`src/rtl/sdm_alloc_pkg.sv`:
```
// Shared types and helpers for the output-port allocators: FSM state encoding,
// default sizes, and one-hot <-> index conversion over an 8-input maximum.
package sdm_alloc_pkg;

    typedef enum logic {ALC_IDLE, ALC_LOCK} alc_state_t;

    localparam int NI_DEF    = 5;
    localparam int CNT_W_DEF = 16;
    localparam int MAX_NI    = 8;

    function automatic logic [MAX_NI-1:0] onehot(input logic [2:0] idx);
        onehot      = '0;
        onehot[idx] = 1'b1;
    endfunction

    function automatic logic [2:0] index(input logic [MAX_NI-1:0] oh);
        index = '0;
        for (int i = 0; i < MAX_NI; i++) begin
            if (oh[i]) index = 3'(i);
        end
    endfunction

endpackage

```
`src/rtl/out_port_alloc_rr_pick.sv`:
```
// rr_pick: combinational rotate-priority picker. Returns the first set request
// found scanning ptr, ptr+1, ... wrapping modulo N.
module rr_pick
    import sdm_alloc_pkg::*;
#(
    parameter int N = NI_DEF,
    localparam int PW = (N > 1) ? $clog2(N) : 1
) (
    input  logic [N-1:0]  req,
    input  logic [PW-1:0] ptr,
    output logic [N-1:0]  sel_oh,
    output logic          any
);

    logic [PW-1:0]     cand;
    logic [PW-1:0]     win;
    logic              found;
    logic [MAX_NI-1:0] oh_full;

    always_comb begin
        cand  = '0;
        win   = '0;
        found = 1'b0;
        for (int off = 0; off < N; off++) begin
            cand = PW'((int'(ptr) + off) % N);
            if (!found && req[cand]) begin
                found = 1'b1;
                win   = cand;
            end
        end
    end

    assign any     = |req;
    assign oh_full = any ? onehot(3'(win)) : '0;
    assign sel_oh  = oh_full[N-1:0];

endmodule

```
`src/rtl/out_port_alloc.sv`:
```
// Wormhole allocator for one router output port: round-robin grant, locked until the
// granted input's tail flit transfers. Optional stall watchdog under OPA_WATCHDOG_EN.
module out_port_alloc
    import sdm_alloc_pkg::*;
#(
    parameter int NI     = NI_DEF,
    parameter int TO_CYC = 255,
    parameter int CNT_W  = CNT_W_DEF
) (
    input  logic             clk,
    input  logic             rst,
    input  logic [NI-1:0]    req,
    input  logic [NI-1:0]    flit_vld,
    input  logic [NI-1:0]    eof,
    input  logic             out_rdy,
    output logic [NI-1:0]    gnt,
    output logic             busy,
    output logic             fire,
    output logic [CNT_W-1:0] frame_cnt,
    output logic             to_err
);

    localparam int PW = $clog2(NI);

    alc_state_t        state, state_nxt;
    logic [NI-1:0]     gnt_nxt;
    logic [PW-1:0]     ptr, ptr_nxt, ptr_after;
    logic [CNT_W-1:0]  frame_cnt_nxt;
    logic [NI-1:0]     sel_oh;
    logic              any;
    logic [MAX_NI-1:0] gnt_ext;
    logic [2:0]        gidx;
    logic              eof_fire;
    logic              timeout;

    rr_pick #(.N(NI)) u_pick (
        .req    (req),
        .ptr    (ptr),
        .sel_oh (sel_oh),
        .any    (any)
    );

    always_comb begin
        gnt_ext         = '0;
        gnt_ext[NI-1:0] = gnt;
    end

    assign gidx      = index(gnt_ext);
    assign ptr_after = (int'(gidx) == NI - 1) ? '0 : PW'(int'(gidx) + 1);

    assign busy     = (state == ALC_LOCK);
    assign fire     = busy & out_rdy & |(flit_vld & gnt);
    assign eof_fire = fire & |(eof & flit_vld & gnt);

`ifdef OPA_WATCHDOG_EN
    localparam int WD_W = $clog2(TO_CYC + 1);
    logic [WD_W-1:0] wd;

    // Held at zero while idle, so every lock starts with a fresh count.
    always_ff @(posedge clk) begin
        if (rst || !busy || fire) wd <= '0;
        else                      wd <= wd + WD_W'(1);
    end

    assign timeout = busy & ~fire & (wd == WD_W'(TO_CYC));
    assign to_err  = timeout;
`else
    assign timeout = 1'b0;
    assign to_err  = 1'b0;
`endif

    always_comb begin
        state_nxt     = state;
        gnt_nxt       = gnt;
        ptr_nxt       = ptr;
        frame_cnt_nxt = frame_cnt;
        case (state)
            ALC_IDLE: begin
                if (any) begin
                    state_nxt = ALC_LOCK;
                    gnt_nxt   = sel_oh;
                end
            end
            ALC_LOCK: begin
                // Only the granted input's tail (or a watchdog expiry) unlocks the port.
                if (eof_fire || timeout) begin
                    state_nxt = ALC_IDLE;
                    gnt_nxt   = '0;
                    ptr_nxt   = ptr_after;
                    if (eof_fire && frame_cnt != '1) frame_cnt_nxt = frame_cnt + CNT_W'(1);
                end
            end
            default: state_nxt = ALC_IDLE;
        endcase
    end

    always_ff @(posedge clk) begin
        if (rst) begin
            state     <= ALC_IDLE;
            gnt       <= '0;
            ptr       <= '0;
            frame_cnt <= '0;
        end else begin
            state     <= state_nxt;
            gnt       <= gnt_nxt;
            ptr       <= ptr_nxt;
            frame_cnt <= frame_cnt_nxt;
        end
    end

`ifndef SYNTHESIS
    always_ff @(posedge clk) begin
        if (!rst) begin
            assert ($onehot0(gnt));
            assert (busy == |gnt);
            assert (TO_CYC >= 1);
        end
    end
`endif

endmodule

```
`config.mk`:
```
export PLATFORM = sky130hd
export DESIGN_NAME = out_port_alloc
export DESIGN_NICKNAME = d
export VERILOG_FILES = /design/src/rtl/sdm_alloc_pkg.sv /design/src/rtl/out_port_alloc_rr_pick.sv /design/src/rtl/out_port_alloc.sv
export SDC_FILE = /design/constraint.sdc
export NUM_CORES = 1
export LEC_CHECK = 0
export CORE_MARGIN = 2
export CORE_UTILIZATION = 59
export CTS_CLUSTER_DIAMETER = 50
export DETAILED_ROUTE_END_ITERATION = 12
export GPL_ROUTABILITY_DRIVEN = 0
export PLACE_DENSITY = 0.94
export SLEW_MARGIN = 20
export SYNTH_ARGS = -nofsm -noshare
export SYNTH_HDL_FRONTEND = slang
export SYNTH_SLANG_ARGS = --single-unit
```
`constraint.sdc`:
```
create_clock -name clk -period 10.3 [get_ports clk]
set_clock_uncertainty 0.1 [all_clocks]
set_input_delay 2.06 -clock clk [delete_from_list [all_inputs] [get_ports clk]]
set_output_delay 2.06 -clock clk [all_outputs]
set_load 0.02 [all_outputs]
```
==> results of run 1 <==
metrics by stage:
step           area (sq um)  hold WS, ns  setup WS, ns  std cells
6_report               3140        0.405          4.65        420
5_1_grt                3140        0.441          4.46        420
4_1_cts                3140        0.406          4.65        420
3_5_place_dp           3090        0.395          4.65        416
3_3_place_gp           3090        0.387          4.62        416
2_1_floorplan          2690        0.453          5.57        338
power breakdown:
part | total (uW) | leakage, uW | internal, uW | switching [uW]
combinational | 34.1 | 0.00100 | 16.6 | 17.5
sequential | 99.9 | 0.000202 | 97.9 | 1.93
clock | 56.8 | 0.0000228 | 27.7 | 29.1
final cells by class:
type                    instances  area (sq um)  area share (%)
multi-input cells             283          2060            65.7
flip-flops and latches         25           500            16.0
clock buffers                   4          45.0            1.44
repair buffers                 41           408            13.0
well taps                      52          65.1            2.07
inverters                      15          56.3            1.79
path summary, 6_finish.rpt:
kind,cells after the start,startpoint,endpoint
worst min register to register,2,gnt[0]$_SDFFE_PP0P_,gnt[0]$_SDFFE_PP0P_
worst min-delay path,2,gnt[0]$_SDFFE_PP0P_,gnt[0]$_SDFFE_PP0P_
worst max register to register,17,ptr[1]$_SDFFE_PP0P_,gnt[3]$_SDFFE_PP0P_
worst max-delay path,4,flit_vld[0],fire
worst max-delay path: stages:
cell	delay, ns
clkdlybuf4s50_1	0.42
a222oi_1	0.32
a21oi_1	0.13
clkdlybuf4s50_1	0.55
state kept, by name, summed over array words and instances, names as in the netlist:
name and flops:
ptr 3, frame_cnt 16, busy 1, gnt 5
cells by family after synthesis:
family | share of synthesized area (%)
compound gates | 21.7
xor+xnor | 8.46
fa+ha+maj | 8.83
buf+inv | 4.79
flops | 18.6
mux | 10.0
other cells | 0.139
simple gates | 27.5
Yosys cell counts, types with 4 or more instances:
| master | count | area (sq um) |
|---|---|---|
| a21o_1 | 4 | 30.0 |
| a21oi_1 | 17 | 85.1 |
| a22o_1 | 4 | 35.0 |
| a32oi_1 | 4 | 35.0 |
| and2_1 | 6 | 37.5 |
| and3_1 | 6 | 37.5 |
| and3b_1 | 4 | 35.0 |
| buf_2 | 4 | 20.0 |
| clkbuf_1 | 9 | 33.8 |
| dfxtp_1 | 25 | 500 |
| ha_1 | 19 | 238 |
| inv_1 | 14 | 52.6 |
| mux2i_1 | 19 | 190 |
| nand2_1 | 29 | 109 |
| nand2b_1 | 7 | 43.8 |
| nand3_1 | 19 | 95.1 |
| nor2_1 | 28 | 105 |
| nor2b_1 | 9 | 56.3 |
| nor3_1 | 7 | 35.0 |
| o21ai_0 | 10 | 50.1 |
| or3_1 | 4 | 25.0 |
| xnor2_1 | 11 | 96.3 |
| xor2_1 | 10 | 87.6 |
cells in the final DEF, fill, tap and decap left out, types with 2 or more instances in the layout:
| cell | count |
|---|---|
| nand3b_1 | 2 |
| o22a_1 | 3 |
| nor3_1 | 7 |
| o2bb2ai_1 | 2 |
| o21ai_1 | 3 |
| o211ai_1 | 3 |
| o22ai_1 | 3 |
| a21o_1 | 4 |
| ha_1 | 19 |
| nand2b_1 | 7 |
| clkbuf_8 | 3 |
| and3_1 | 6 |
| nand4_1 | 3 |
| a21oi_1 | 17 |
| a2bb2oi_2 | 2 |
| or3_1 | 4 |
| clkdlybuf4s50_1 | 40 |
| xnor2_1 | 11 |
| mux2_2 | 3 |
| o21ai_0 | 10 |
| dfxtp_1 | 25 |
| xor2_1 | 10 |
| inv_1 | 14 |
| and2_1 | 6 |
| and3b_1 | 4 |
| nor2b_1 | 9 |
| a22o_1 | 4 |
| mux2i_1 | 19 |
| a211o_1 | 2 |
| nor2_1 | 28 |
| o31ai_1 | 3 |
| a31oi_1 | 2 |
| a32oi_1 | 4 |
| mux4_2 | 2 |
| nor3b_1 | 2 |
| nand3_1 | 19 |
| nand2_1 | 29 |
| or4_1 | 3 |
metal layers:
layer / share of wire, % / track usage, % / up-vias
li1: - / - / 1299
met3: 5.5 / 2.81 / 14
met1: 43 / 34.6 / 1244
met5: 0 / 0 / -
met2: 49 / 45.8 / 102
met4: 2.2 / 9.01 / 0
==> out/metrics.cfg, run 1 <==
[synth]
synthFlopType = dfxtp_1
syn_area_sq_um = 2690
yosysWarnings = 0
ys_seq_area_share_pct = 18.6
synth-edff-count = 0
yosysUniqueCellTypes = 69
syn_nets = 375
async_flop_share_pct = 0
syn_inst = 338
synth_area_per_cell_sq_um = 7.96
synth_seq_cells = 25

[floorplanning]
io-pin-count = 42
coreArea_sq_um = 4380
rows = 24
fp.dieW_um = 71.5
fp.dieArea_sq_um = 5120
start_util_pct = 61.4
die_h_um = 71.5

[clocking]
postCtsSetupBuffers = 0
cts.sinks = 25
clock_latency_ns = 0.27
htreeDepth = 1
path_clk_slew_ns = 0.08
tritoncts = yes
clock_path_buffers = 2
ctsResizeCount = 0
clockRootBuffer = clkbuf_8
cts_made_buffers = 3
ctsHoldBuffers = 0

[sta]
final_min_period_over_clock_period_pct = 54.9
hold_violations = 0
tns_ns = 0
slew_headroom_pct = 45.6
rsz0062_at_grt = no
slew_viol_final = 0
period_minus_slack_ns = 5.65
tightest_slew_ns = 0.813
setup_violations = 0
fmax_mhz = 177

[route]
via_per_inst = 6.33
antenna_left = 0
wirelength_mm = 6.52
vias = 2659
drcViolationCount = 0
avgRoutedWirePerCell_um = 15.5
drt_pass1_iterations = 5
drt_iter0_drc = 179

[setup_path]
cp_data_arrival_time_ns = 3.49
cp-start-kind = primary input
rrSetupSlack_ns = 4.86
crit_fanout = 2
worstSetupPathType = in2out
crit_required_ns = 8.14
cp-end-kind = primary output

[pwr]
power_uw = 191
p_per_area_nw_per_um2 = 60.8
peakVddDrop_uv = 92.1
p_leak_uw = 0.00123

[cells_and_area]
antennaDiodeCount = 0
syn_to_final_growth_pct = 16.6
layout.nets = 406
utilization_pct = 71.5
drive_gt1_share_pct = 6.25
fillers = 330

[global_route]
grt_pass1_vias = 2537
grt_overflow_total = 0
grt_usage_pct = 26.5
grt_pass1_wl_mm = 11.3
antenna_found_initial = 0
grt_max_degree = 38

[status]
outcome = finished clean

[min_path]
hold_path_class = reg2reg

[flow_run]
max-cap-violations = 0

[placed_design]
place.port_buffers = 40
dp_hpwl_mm = 4.91

No activity file was read; power rests on OpenSTA's default activity.
==> run 2, diff against run 1 <==
- CORE_UTILIZATION: 59 -> 55
- PLACE_DENSITY: 0.94 -> 0.89
- clock period: 10.3 -> 5.3 ns (I/O delays scaled with it)
==> out/metrics.cfg, run 2 (synthesized netlist as in run 1, its figures left out) <==
[min_path]
hold_path_class = reg2reg

[sta]
final_min_period_over_clock_period_pct = 87.0
hold_violations = 0  ; unchanged
holdWs_ns = 0.417  ; +0.0121 ns
setup_violations = 0  ; unchanged
fmax_mhz = 217
tns_ns = 0  ; unchanged
slew_headroom_pct = 45.5  ; -0.13 points
rsz0062_at_grt = no
period_minus_slack_ns = 4.61
tightest_slew_ns = 0.815  ; +0.00189 ns
slew_viol_final = 0  ; unchanged

[pwr]
peakVddDrop_uv = 132  ; +44%
p_leak_uw = 0.00124  ; +1.5%
p_per_area_nw_per_um2 = 118  ; +94%

[cells_and_area]
antennaDiodeCount = 0  ; unchanged
multi_input_area_sq_um = 2060  ; unchanged
reg_top3 = frame_cnt (16), gnt (5), ptr (3)
fin_area_sq_um = 3180  ; +1.4%
syn_to_final_growth_pct = 18.1
seq_area_sq_um = 500  ; unchanged
utilization_pct = 67.3  ; -4.2 points
drive_gt1_share_pct = 7.28  ; +1.0 points
largest_reg_flops = 16  ; unchanged
layout.nets = 409  ; +0.74%
fillers = 387  ; +17%
mostFrequentLayoutCells = clkdlybuf4s50_1 (40), nand2_1 (29), nor2_1 (28)
final_common_cell = clkdlybuf4s50_1
largest-register = frame_cnt

[clocking]
postCtsSetupBuffers = 0  ; unchanged
htreeDepth = 1  ; unchanged
cts_made_buffers = 3  ; unchanged
clockRootBuffer = clkbuf_8
tritoncts = yes
cts.sinks = 25  ; unchanged
clock_latency_ns = 0.27  ; about the same
ctsResizeCount = 0  ; unchanged
clock_path_buffers = 2  ; unchanged
path_clk_slew_ns = 0.09  ; about the same
ctsHoldBuffers = 0  ; unchanged

[global_route]
grt_pass1_wl_mm = 10.7  ; -5.7%
grt_max_degree = 37  ; -2.6%
grt_usage_pct = 24.4  ; -2.2 points
grt_overflow_total = 0  ; unchanged
antenna_found_initial = 0  ; unchanged
grt_pass1_vias = 2439  ; -3.9%

[floorplanning]
rows = 25  ; +4.2%
coreArea_sq_um = 4720  ; +7.7%
fp.dieArea_sq_um = 5470  ; +6.9%
fp.dieW_um = 74.0  ; +3.4%
start_util_pct = 57.0  ; -4.4 points
die_h_um = 74.0  ; +3.4%
io-pin-count = 42  ; unchanged

[setup_path]
cp-end-kind = flop
worstSetupPathType = reg2reg
crit_fanout = 7  ; +5
cp-start-kind = flop
crit_required_ns = 5.39  ; -2.75 ns
cp_data_arrival_time_ns = 4.70  ; +1.21 ns

[placed_design]
dpl_cell_area_sq_um = 3130  ; +1.3%
place.port_buffers = 40  ; unchanged
dp_hpwl_mm = 5.04  ; +2.6%

[flow_run]
max-cap-violations = 0  ; unchanged

[route]
drcViolationCount = 0  ; unchanged
vias = 2619  ; -1.5%
antenna_left = 0  ; unchanged
drt_iter0_drc = 141  ; -21%
wirelength_mm = 6.63  ; +1.6%
via_per_inst = 5.98  ; -5.6%
drt_pass1_iterations = 5  ; unchanged
avgRoutedWirePerCell_um = 15.1  ; -2.6%

[status]
outcome = finished clean

## run 2: changes by cell type in the layout (fill, tap and decap cells not counted), sizes merged
cell,before,now
clkinv,0,1
clkbuf,4,3
buf,1,4
## run 2: report_power, final
| part | total, uW | switching (uW) | internal (uW) |
|---|---|---|---|
| clock | 114 | 61.1 | 52.7 |
| combinational | 67.6 | 35.2 | 32.4 |
| sequential | 194 | 3.70 | 190 |
| total | 375 | 100 | 275 |
## run 2: final timing paths
kind | cells after the start | endpoint | slack (ns) | startpoint
max | 19 | gnt[0]$_SDFFE_PP0P_ | 0.69 | ptr[0]$_SDFFE_PP0P_
min | 2 | busy$_SDFF_PP0_ | 0.42 | busy$_SDFF_PP0_
max reg2reg | 19 | gnt[0]$_SDFFE_PP0P_ | 0.69 | ptr[0]$_SDFFE_PP0P_
min reg2reg | 2 | busy$_SDFF_PP0_ | 0.42 | busy$_SDFF_PP0_
## run 2: per-layer routing
| metal | up-vias | track usage, % | part of all wire [%] |
|---|---|---|---|
| li1 | 1295 | - | - |
| met4 | 0 | 6.46 | 1.2 |
| met2 | 84 | 44.8 | 50 |
| met5 | - | 0 | 0 |
| met1 | 1230 | 30.3 | 43 |
| met3 | 10 | 2.30 | 5.5 |
## run 2: through the flow
stage                     total power (uW)  setup slack [ns]  std cells
after detailed placement               265             0.764        434
final                                  375             0.686        438
after floorplan                        237             0.723        338
after CTS                              375             0.746        438
after global placement                 263             0.912        434
after global routing                   388             0.308        438
## run 2: critical path, stage by stage, from the launching register on
cell and delay (ns):
dfxtp_1 0.32, inv_1 0.22, ha_1 0.30, inv_1 0.07
ha_1 0.36, inv_1 0.09, ha_1 0.19, or3_1 0.39
and2_1 0.23, xnor2_2 0.25, ha_1 0.23, inv_1 0.06
o22ai_1 0.22, a2bb2oi_2 0.25, nand3_1 0.11, a211o_1 0.32
a21o_1 0.16, a32oi_1 0.32, nand2_1 0.10, o31ai_1 0.24
## run 2: cell type report
type,instances,area share (%)
flip-flops and latches,25,15.7
clock buffers,3,1.30
repair buffers,44,13.5
well taps,67,2.64
inverters,15,1.77
multi-input cells,283,64.9
clock inverters,1,0.157
